**src/rtl/level_pump_controller_if.sv**
```systemverilog
// Signal bundle between the level supervisor and its sensor/pump/display neighbours.
// The controller connects through the slave modport; the surrounding logic uses master.
interface level_pump_controller_if;
    logic [7:0] level_pct;
    logic       level_error;
    logic       manual_stop;
    logic       fault_clear;

    logic       pump_on;
    logic       alarm_low;
    logic       alarm_high;
    logic       fault;
    logic [1:0] fault_code;
    logic [1:0] state;
    logic [7:0] filtered_level;
    logic       sample_tick;

    modport master (
        output level_pct, level_error, manual_stop, fault_clear,
        input  pump_on, alarm_low, alarm_high, fault, fault_code, state,
               filtered_level, sample_tick
    );

    modport slave (
        input  level_pct, level_error, manual_stop, fault_clear,
        output pump_on, alarm_low, alarm_high, fault, fault_code, state,
               filtered_level, sample_tick
    );
endinterface

```
**src/rtl/level_pump_controller.sv**
```systemverilog
// Liquid-level supervisor: periodic sampling, stability filter, hysteresis pump FSM
// with a run timeout and a latched fault that needs an acknowledge on a clean sensor.
//
// state   | meaning
// IDLE    | pump off, waiting for a stable level at or below the low threshold
// FILLING | pump on, run timer counts evals until high level, stop or timeout
// FAULT   | pump off, latched until fault_clear arrives with the sensor healthy
module level_pump_controller #(
    parameter int SAMPLE_DIV     = 100000,
    parameter int STABLE_SAMPLES = 4,
    parameter int ERR_SAMPLES    = 3,
    parameter int LOW_THRESH     = 25,
    parameter int HIGH_THRESH    = 88,
    parameter int PUMP_TIMEOUT   = 30000
) (
    input  logic                    clk_100MHz,
    input  logic                    reset_n,
    level_pump_controller_if.slave  bus
);

    typedef enum logic [1:0] {
        ST_IDLE    = 2'b00,
        ST_FILLING = 2'b01,
        ST_FAULT   = 2'b10
    } state_t;

    localparam int PW = (SAMPLE_DIV > 2) ? $clog2(SAMPLE_DIV) : 1;
    localparam int SW = $clog2(STABLE_SAMPLES + 1);
    localparam int EW = $clog2(ERR_SAMPLES + 1);
    localparam int RW = $clog2(PUMP_TIMEOUT + 1);

    localparam logic [PW-1:0] DIV_LAST = PW'(SAMPLE_DIV - 1);
    localparam logic [SW-1:0] STB_MAX  = SW'(STABLE_SAMPLES);
    localparam logic [EW-1:0] ERR_MAX  = EW'(ERR_SAMPLES);
    localparam logic [RW-1:0] RUN_LAST = RW'(PUMP_TIMEOUT - 1);
    localparam logic [7:0]    LOW_LVL  = 8'(LOW_THRESH);
    localparam logic [7:0]    HIGH_LVL = 8'(HIGH_THRESH);
    localparam logic [7:0]    PCT_MAX  = 8'd100;

    logic [PW-1:0] pre_cnt;
    logic [PW-1:0] pre_nxt;
    logic          tick_q;
    logic          eval_q;

    logic [EW-1:0] err_cnt;
    logic [SW-1:0] stable_cnt;
    logic [SW-1:0] stable_nxt;
    logic [7:0]    last_sample;
    logic [7:0]    filtered_q;
    logic          filtered_valid;
    logic          alarm_low_q;
    logic          alarm_high_q;
    logic          err_sample;

    state_t        state_q;
    state_t        state_nxt;
    logic [1:0]    code_q;
    logic [1:0]    code_nxt;
    logic [RW-1:0] run_cnt;
    logic [RW-1:0] run_nxt;
    logic          clr_req;
    logic          clr_seen;
    logic          fault_cond;
    logic          pump_q;
    logic          fault_q;

    // Prescaler; sample_tick is registered from the next count so it never glitches.
    always_comb begin
        pre_nxt = pre_cnt + PW'(1);
        if (pre_cnt == DIV_LAST) begin
            pre_nxt = '0;
        end
    end

    always_ff @(posedge clk_100MHz or negedge reset_n) begin
        if (!reset_n) begin
            pre_cnt <= '0;
            tick_q  <= 1'b0;
            eval_q  <= 1'b0;
        end else begin
            pre_cnt <= pre_nxt;
            tick_q  <= (pre_nxt == DIV_LAST);
            eval_q  <= tick_q;
        end
    end

    assign err_sample = bus.level_error || (bus.level_pct > PCT_MAX);

    always_comb begin
        stable_nxt = SW'(1);
        if ((bus.level_pct == last_sample) && (stable_cnt != '0)) begin
            stable_nxt = (stable_cnt == STB_MAX) ? STB_MAX : stable_cnt + SW'(1);
        end
    end

    // A new sample that completes the run is also the accepted level, so the
    // filtered value and alarms are loaded straight from the input.
    always_ff @(posedge clk_100MHz or negedge reset_n) begin
        if (!reset_n) begin
            err_cnt        <= '0;
            stable_cnt     <= '0;
            last_sample    <= '0;
            filtered_q     <= '0;
            filtered_valid <= 1'b0;
            alarm_low_q    <= 1'b0;
            alarm_high_q   <= 1'b0;
        end else if (tick_q) begin
            if (err_sample) begin
                if (err_cnt != ERR_MAX) begin
                    err_cnt <= err_cnt + EW'(1);
                end
                stable_cnt <= '0;
            end else begin
                err_cnt     <= '0;
                last_sample <= bus.level_pct;
                stable_cnt  <= stable_nxt;
                if (stable_nxt == STB_MAX) begin
                    filtered_q     <= bus.level_pct;
                    filtered_valid <= 1'b1;
                    alarm_low_q    <= (bus.level_pct <= LOW_LVL);
                    alarm_high_q   <= (bus.level_pct >= HIGH_LVL);
                end
            end
        end
    end

    // A clear pulse landing in the eval cycle itself is honoured, then dropped.
    always_ff @(posedge clk_100MHz or negedge reset_n) begin
        if (!reset_n) begin
            clr_req <= 1'b0;
        end else if (eval_q) begin
            clr_req <= 1'b0;
        end else if (bus.fault_clear) begin
            clr_req <= 1'b1;
        end
    end

    assign clr_seen   = clr_req || bus.fault_clear;
    assign fault_cond = (err_cnt == ERR_MAX);

    always_comb begin
        state_nxt = state_q;
        code_nxt  = code_q;
        run_nxt   = run_cnt;
        if (eval_q) begin
            unique case (state_q)
                ST_IDLE: begin
                    if (fault_cond) begin
                        state_nxt = ST_FAULT;
                        code_nxt  = 2'b01;
                    end else if (filtered_valid && !bus.manual_stop &&
                                 (filtered_q <= LOW_LVL)) begin
                        state_nxt = ST_FILLING;
                        run_nxt   = '0;
                    end
                end
                ST_FILLING: begin
                    if (fault_cond) begin
                        state_nxt = ST_FAULT;
                        code_nxt  = 2'b01;
                    end else if (filtered_q >= HIGH_LVL) begin
                        state_nxt = ST_IDLE;
                    end else if (bus.manual_stop) begin
                        state_nxt = ST_IDLE;
                    end else if (run_cnt == RUN_LAST) begin
                        state_nxt = ST_FAULT;
                        code_nxt  = 2'b10;
                    end else begin
                        run_nxt = run_cnt + RW'(1);
                    end
                end
                ST_FAULT: begin
                    if (!fault_cond && clr_seen && (err_cnt == '0)) begin
                        state_nxt = ST_IDLE;
                        code_nxt  = 2'b00;
                    end
                end
                default: begin
                    state_nxt = ST_IDLE;
                    code_nxt  = 2'b00;
                end
            endcase
        end
    end

    always_ff @(posedge clk_100MHz or negedge reset_n) begin
        if (!reset_n) begin
            state_q <= ST_IDLE;
            code_q  <= 2'b00;
            run_cnt <= '0;
            pump_q  <= 1'b0;
            fault_q <= 1'b0;
        end else begin
            state_q <= state_nxt;
            code_q  <= code_nxt;
            run_cnt <= run_nxt;
            pump_q  <= (state_nxt == ST_FILLING);
            fault_q <= (state_nxt == ST_FAULT);
        end
    end

    assign bus.pump_on        = pump_q;
    assign bus.alarm_low      = alarm_low_q;
    assign bus.alarm_high     = alarm_high_q;
    assign bus.fault          = fault_q;
    assign bus.fault_code     = code_q;
    assign bus.state          = state_q;
    assign bus.filtered_level = filtered_q;
    assign bus.sample_tick    = tick_q;

endmodule

```
**src/flat_wrapper.sv**
```systemverilog
// flat-port wrapper written by rule: the top's interface ports become plain ports
module level_pump_controller_flat 
#(
    parameter int SAMPLE_DIV     = 100000,
    parameter int STABLE_SAMPLES = 4,
    parameter int ERR_SAMPLES    = 3,
    parameter int LOW_THRESH     = 25,
    parameter int HIGH_THRESH    = 88,
    parameter int PUMP_TIMEOUT   = 30000
)
  (clk_100MHz, reset_n, bus_level_pct, bus_level_error, bus_manual_stop, bus_fault_clear, bus_pump_on, bus_alarm_low, bus_alarm_high, bus_fault, bus_fault_code, bus_state, bus_filtered_level, bus_sample_tick);
  level_pump_controller_if bus_i ();
  input  logic clk_100MHz;
  input  logic reset_n;
  input wire logic [$bits(bus_i.level_pct)-1:0] bus_level_pct;
  input wire logic [$bits(bus_i.level_error)-1:0] bus_level_error;
  input wire logic [$bits(bus_i.manual_stop)-1:0] bus_manual_stop;
  input wire logic [$bits(bus_i.fault_clear)-1:0] bus_fault_clear;
  output wire logic [$bits(bus_i.pump_on)-1:0] bus_pump_on;
  output wire logic [$bits(bus_i.alarm_low)-1:0] bus_alarm_low;
  output wire logic [$bits(bus_i.alarm_high)-1:0] bus_alarm_high;
  output wire logic [$bits(bus_i.fault)-1:0] bus_fault;
  output wire logic [$bits(bus_i.fault_code)-1:0] bus_fault_code;
  output wire logic [$bits(bus_i.state)-1:0] bus_state;
  output wire logic [$bits(bus_i.filtered_level)-1:0] bus_filtered_level;
  output wire logic [$bits(bus_i.sample_tick)-1:0] bus_sample_tick;
  assign bus_i.level_pct = bus_level_pct;
  assign bus_i.level_error = bus_level_error;
  assign bus_i.manual_stop = bus_manual_stop;
  assign bus_i.fault_clear = bus_fault_clear;
  assign bus_pump_on = bus_i.pump_on;
  assign bus_alarm_low = bus_i.alarm_low;
  assign bus_alarm_high = bus_i.alarm_high;
  assign bus_fault = bus_i.fault;
  assign bus_fault_code = bus_i.fault_code;
  assign bus_state = bus_i.state;
  assign bus_filtered_level = bus_i.filtered_level;
  assign bus_sample_tick = bus_i.sample_tick;
  level_pump_controller #(.SAMPLE_DIV(SAMPLE_DIV), .STABLE_SAMPLES(STABLE_SAMPLES), .ERR_SAMPLES(ERR_SAMPLES), .LOW_THRESH(LOW_THRESH), .HIGH_THRESH(HIGH_THRESH), .PUMP_TIMEOUT(PUMP_TIMEOUT)) u_core (.clk_100MHz(clk_100MHz), .reset_n(reset_n), .bus(bus_i));
endmodule
```
**config.mk**
```make
export PLATFORM = sky130hd
export DESIGN_NAME = level_pump_controller_flat
export DESIGN_NICKNAME = d
export VERILOG_FILES = /design/src/rtl/level_pump_controller_if.sv /design/src/rtl/level_pump_controller.sv /design/src/flat_wrapper.sv
export SDC_FILE = /design/constraint.sdc
export NUM_CORES = 1
export LEC_CHECK = 0
export BUFFER_PORTS_ARGS = -buffer_cell sky130_fd_sc_hd__buf_2
export CORE_MARGIN = 2
export CORE_UTILIZATION = 53
export DETAILED_ROUTE_END_ITERATION = 6
export PLACE_DENSITY = 0.75
export SLEW_MARGIN = 10
export SYNTH_ARGS = -nofsm -noshare
export SYNTH_HDL_FRONTEND = slang
export SYNTH_SLANG_ARGS = --single-unit
```
**constraint.sdc**
```tcl
create_clock -name clk_100MHz -period 2.2 [get_ports clk_100MHz]
set_input_delay 0.22 -clock clk_100MHz [delete_from_list [all_inputs] [get_ports clk_100MHz]]
set_output_delay 0.22 -clock clk_100MHz [all_outputs]
set_load 0.02 [all_outputs]
```
== After elaboration in Yosys (flattened, before gate mapping) ==
Cells that the tools add are included.
W data, S select, Z words.

* Input port bits: 13
* Output and inout port bits: 17
* Bits in registers: 65
* Word-level logic and storage cells: 100

* Magnitude comparators: 5
* $add $sub $neg: 4
* Bitwise gates (word level): 1
* Reduce and logical (&&, ||, !) cells: 19
* Equality and inequality tests: 24
* Multiplexer cells: 31

{| class="wikitable"
|+ Operators with widths
! cell !! number
|-
| $mux W15 || 6
|-
| $eq A17 B17 Y1 const B || 2
|-
| $mux W2 || 16
|-
| $pmux W15 S2 || 1
|-
| $add A17 B1 Y17 const B || 1
|-
| $mux W17 || 1
|-
| $ge A8 B7 Y1 const B || 2
|-
| $le A8 B5 Y1 const B || 2
|-
| $add A15 B1 Y15 const B || 1
|-
| $eq A15 B15 Y1 const B || 1
|-
| $ne A2 B2 Y1 const B || 7
|-
| $pmux W2 S3 || 2
|-
| $mux W3 || 3
|-
| $eq A8 B8 Y1 || 1
|-
| $gt A8 B7 Y1 const B || 1
|-
| $reduce_and A8 Y1 || 1
|-
| $eq A2 B2 Y1 const B || 3
|-
| $eq A3 B3 Y1 const B || 2
|-
| $ne A2 B1 Y1 const B || 3
|-
| $ne A3 B2 Y1 const B || 2
|-
| $reduce_and A6 Y1 || 1
|-
| $logic_and A1 B1 Y1 || 5
|-
| $eq A2 B1 Y1 const B || 2
|-
| $logic_not A2 Y1 || 2
|-
| other kinds (11) || 16
|}

== Longest topological paths before layout ==
* Depth after elaboration: 8
* Depth in mapped cells: 8
* Depth with buffers taken out: 7

== Worst setup path before layout ==
OpenSTA, ideal clock, no wires.

* Path kind: register to register
* Start point: register u_core.err_cnt[0]
* End point: register u_core.run_cnt[4]
* Data required time: 2.131 ns
* Period minus slack after synthesis: 2.287 ns
* Path buffers: 0
* Stages on the path, launching flop included: 7
* Setup slack: -0.087 ns
* Library setup time: 0.069 ns
* Data arrival time: 2.218 ns
* Cells stage by stage: dfrtp_1 > ha_1 > or4b_4 > a211oi_4 > a21oi_4 > or4_2 > nand3_1

* Longest elaborated chain between the ends: 3
* Elaborated cells on any way between the ends: 4
* Those cells by class: 3 x eq/ne; 1 x reduce/logical

{| class="wikitable"
|+ RTL lines
! what !! line !! source
|-
| start: declaration || level_pump_controller.sv:45 || <nowiki>logic [EW-1:0] err_cnt;</nowiki>
|-
| start signal: assignment || level_pump_controller.sv:110 || <nowiki>err_cnt <= err_cnt + EW'(1);</nowiki>
|-
| $eq A2 B2 Y1 * || level_pump_controller.sv:139 || <nowiki>assign fault_cond = (err_cnt == ERR_MAX);</nowiki>
|-
| $ne A2 B2 Y1 (no line) || -- ||
|-
| $reduce_and A8 Y1 (no line) * || -- ||
|-
| end signal: assignment || level_pump_controller.sv:196 || <nowiki>run_cnt <= run_nxt;</nowiki>
|-
| end: declaration || level_pump_controller.sv:59 || <nowiki>logic [RW-1:0] run_cnt;</nowiki>
|}

Every way passes the cells marked *; elsewhere a longest branch is shown, timed or not.
A chain may end at the register's enable or synchronous reset.

== Final worst setup path ==
* Start point: register u_core.run_cnt[6]
* End point: register u_core.run_cnt[13]

* Longest elaborated chain between the ends: 6
* Elaborated cells on any way between the ends: 9
* Those cells by class: 1 x add/sub; 2 x eq/ne; 5 x mux; 1 x reduce/logical

{| class="wikitable"
|+ RTL lines
! what !! line !! source
|-
| $add A15 B1 Y15 || level_pump_controller.sv:169 || <nowiki>run_nxt = run_cnt + RW'(1);</nowiki>
|-
| $mux W15 || level_pump_controller.sv:165 || <nowiki>end else if (run_cnt == RUN_LAST) begin</nowiki>
|-
| $mux W15 || level_pump_controller.sv:163 || <nowiki>end else if (bus.manual_stop) begin</nowiki>
|-
| $mux W15 || level_pump_controller.sv:161 || <nowiki>end else if (filtered_q >= HIGH_LVL) begin</nowiki>
|-
| $mux W15 || level_pump_controller.sv:158 || <nowiki>if (fault_cond) begin</nowiki>
|-
| $pmux W15 S2 || level_pump_controller.sv:146 || <nowiki>unique case (state_q)</nowiki>
|}

Parallel ways exist; a longest one is shown, timed or not. The select of a mux whose other input is x is not followed.

==> summary.md <==
| Metric | Value |
|---|---|
| Synth top cells by count | dfrtp_1 (65), nand2_1 (27), nor2_1 (25), o21ai_0 (24), nand3_1 (18) |
| Initial drt markers | 143 |
| Area leader, netlist | dfrtp_1 |
| Layout Nets | 402 |
| Syn nets | 341 |
| I/O pin cnt | 30 |
| Initial antenna violation count | 0 |
| First-pass GRT wire length | 12,500 um |
| Cell area after synthesis | 3320 sq um |
| GR Util All Layers | 0.223 |
| Die ar. | 6900 sq um |
| Worst-path clk slew | 0.08 ns |
| HP Start | bus_level_pct[0] |
| Pleak | 1.88 nW |
| Synth area leaders | dfrtp_1 (49%), mux2_2 (5.8%), xnor2_1 (4.2%) |
| P per Cell Area | 585 nW/um^2 |
| Minimum clock period | 2.20 ns |
| Synth Area per Inst | 10.3 sq um |
| Startpoint types | flop |
| DR pass1 iterations | 6 |
| Die height | 83.1 um |
| H-tree Lvls | 3 |
| FP Rows | 28 |
| Netlist cell types | 58 |
| Number of nets with antenna violations after routing | 0 |
| Clock Sink Count | 65 |
| Arr. time, crit path | 2.47 ns |
| WS Path Type | reg2reg |
| Worst Setup Slack, final | 0.00131 ns |
| Crit share post-route | 0.999 |
| Max-cap violations | 0 |
| Worst-Skew Late Latency | 0.35 ns |
| Sequential Area | 1630 sq um |
| Layout cell share with drive strength beyond 1 | 0.291 |
| Crit-path max cell delay | 0.57 ns |
| TritonCTS clock tree | built |
| GRT overflow | 0 |
| RSZ-0062 raised after global routing | yes |
| Dpl cell area | 3750 sq um |
| Crit-path slowest cell | or4b_4 |
| FF+latch count, synth | 65 |
| Core box area | 5990 sq um |
| Worst min-delay path class | in2reg |
| Crit Path Max Fanout | 6 |
| Worst-path cell chain | or4b_4 > or4_4 > buf_4 > nand3_4 > o21ai_0 > a21oi_2 |
| Worst IR drop on VDD | 483 uV |
| Max-slew headroom | 0.587 |
| Vias in the first global route | 2,705 |
| Asr flop ratio synth | 1.00 |
| Max-slew violation count | 0 |
| Clk_skew | 0.00966 ns |
| Yosys warns | 0 |
| Bufs on Longest Clock Path | 2 |
| Main synth FF type | dfrtp_1 |
| CTS Root Cell | clkbuf_8 |
| CP endpoint kind | flop |
| Pre-CTS setup slack | -0.0804 ns |
| CTS Buf Count | 9 |
| Syn Inst Count | 322 |
| Maximum number of pins on one net before global-route repair | 40 |
| Drc violations | 0 |
| FILL cells | 459 |
| Post-synth EDFFs | 0 |
| Required @ worst endpoint | 2.47 ns |
| Vias/cell | 5.82 |
| Die X | 83.1 um |
| Post-DP HPWL | 4960 um |
| Buffers on Ports | 29 |
| Worst reg2reg path startpoint | u_core.run_cnt[6] |
| WL final | 7320 um |
| Total number of vias | 2,694 |
| Multi-input gate area | 1700 sq um |
| Post-synth top area share | 0.491 |
| Outcome | finished, final reports clean |
| Worst-margin pin slew | 0.619 ns |
| Final cell area excluding filler cells | 4070 sq um |
| Achievable Freq | 455 MHz |
| Register area share after synthesis | 0.491 |
| Area grow syn2layout | 22.7% |
| Total design power | 0.00238 W |
| Antenna cells | 0 |
| Initial Utilization | 0.553 |
| Final setup violating endpoints | 0 |
| CP Launch Point | u_core.run_cnt[6] |
| Final hold vios | 0 |
| GPL Wtd Cong | 0.906 |
| Top-count cell post-synth | dfrtp_1 |
| Routed WL per cell | 15.8 um |
[kinds of logic (layout without fill, tap and decap cells)]
kind of cell,after synthesis,count (layout),share of synthesized area
and+or+nand+nor,128,128,0.211
DFF,65,65,0.491
AOI/OAI and AO/OA,64,64,0.129
xor gates and xnor gates,23,23,0.0608
muxes,18,18,0.0608
buffers and inverters,18,84,0.0253
adders and majority gates,6,6,0.0226
[routing by layer]
metal	GRT usage	up-vias	part of all wire
met4	0.0686	0	0.0098
met1	0.290	1304	0.44
met5	0	-	0
met3	0.0795	10	0.053
met2	0.353	83	0.49
li1	-	1297	-
[flip-flops by register name, summed over array words and instances (netlist names)]
name / count
u_core.bus.pump_on: 1
u_core.filtered_valid: 1
u_core.bus.sample_tick: 1
u_core.bus.fault: 1
u_core.eval_q: 1
u_core.bus.fault_code: 2
u_core.stable_cnt: 3
u_core.pre_cnt: 17
u_core.last_sample: 8
u_core.run_cnt: 15
u_core.bus.filtered_level: 8
u_core.bus.state: 2
u_core.clr_req: 1
u_core.bus.alarm_high: 1
u_core.bus.alarm_low: 1
u_core.err_cnt: 2
[per-stage QoR]
stage	cells	utilization	setup TNS, ns	hold WS, ns
2_1_floorplan	322	-	-0.0342	-0.0756
3_3_place_gp	444	0.626	0	0.268
3_5_place_dp	444	0.626	-0.176	0.272
4_1_cts	461	0.666	0	0.148
5_1_grt	463	0.679	-0.390	0.152
6_report	463	0.679	0	0.163
[worst paths after layout]
| path | end | slack [ns] | cells past startpoint |
|---|---|---|---|
| worst max-delay path | u_core.run_cnt[13] | 0.001 | 6 |
| worst min-delay path | u_core.last_sample[0] | 0.16 | 2 |
| worst max register to register | u_core.run_cnt[13] | 0.001 | 6 |
| worst min register to register | u_core.pre_cnt[0] | 0.48 | 1 |
| max in group asynchronous | u_core.last_sample[2] | 1.17 | 3 |
| min in group asynchronous | u_core.run_cnt[3] | 0.41 | 2 |
[worst max-delay path: cells and delay by family, from the launching register on]
family / cells / cell delay (ns)
DFF: 1 / 0.42
and+or+nand+nor: 3 / 1.22
buffers and inverters: 1 / 0.19
AOI/OAI and AO/OA: 2 / 0.29
[cell type report]
class / count / share of cell area
Clock buffer: 9 / 0.0305
Clock inverter: 7 / 0.0231
Inverter: 11 / 0.0102
Multi-Input combinational cell: 239 / 0.418
Sequential cell: 65 / 0.400
Tap cell: 75 / 0.0231
Timing Repair Buffer: 57 / 0.0950
[what timing repair did]
item	CTS	global route
pin swaps	2	4
hold buffers	1	0
cloned	0	0
endpoints found under the hold margin	26	0
resized for setup	3	14
buffers inserted	0	3
setup endpoints to repair	6	21
[power breakdown]
group	total (W)	switching, W	internal [W]
Clock	0.00112	0.000484	0.000637
Combinational	0.0000665	0.0000437	0.0000228
Sequential	0.00119	0.0000000000000000000151	0.00119
Total	0.00238	0.000527	0.00185
[placed cells by master, fill, tap and decap left out, drive strengths merged, types with 12 or more instances in the layout]
cell	instances
buf	56
dfrtp	65
inv	12
mux2	17
nand2	27
nand3	18
nor2	25
o21ai	26
xnor2	16
Note: power is estimated with default switching activity, not from simulation.
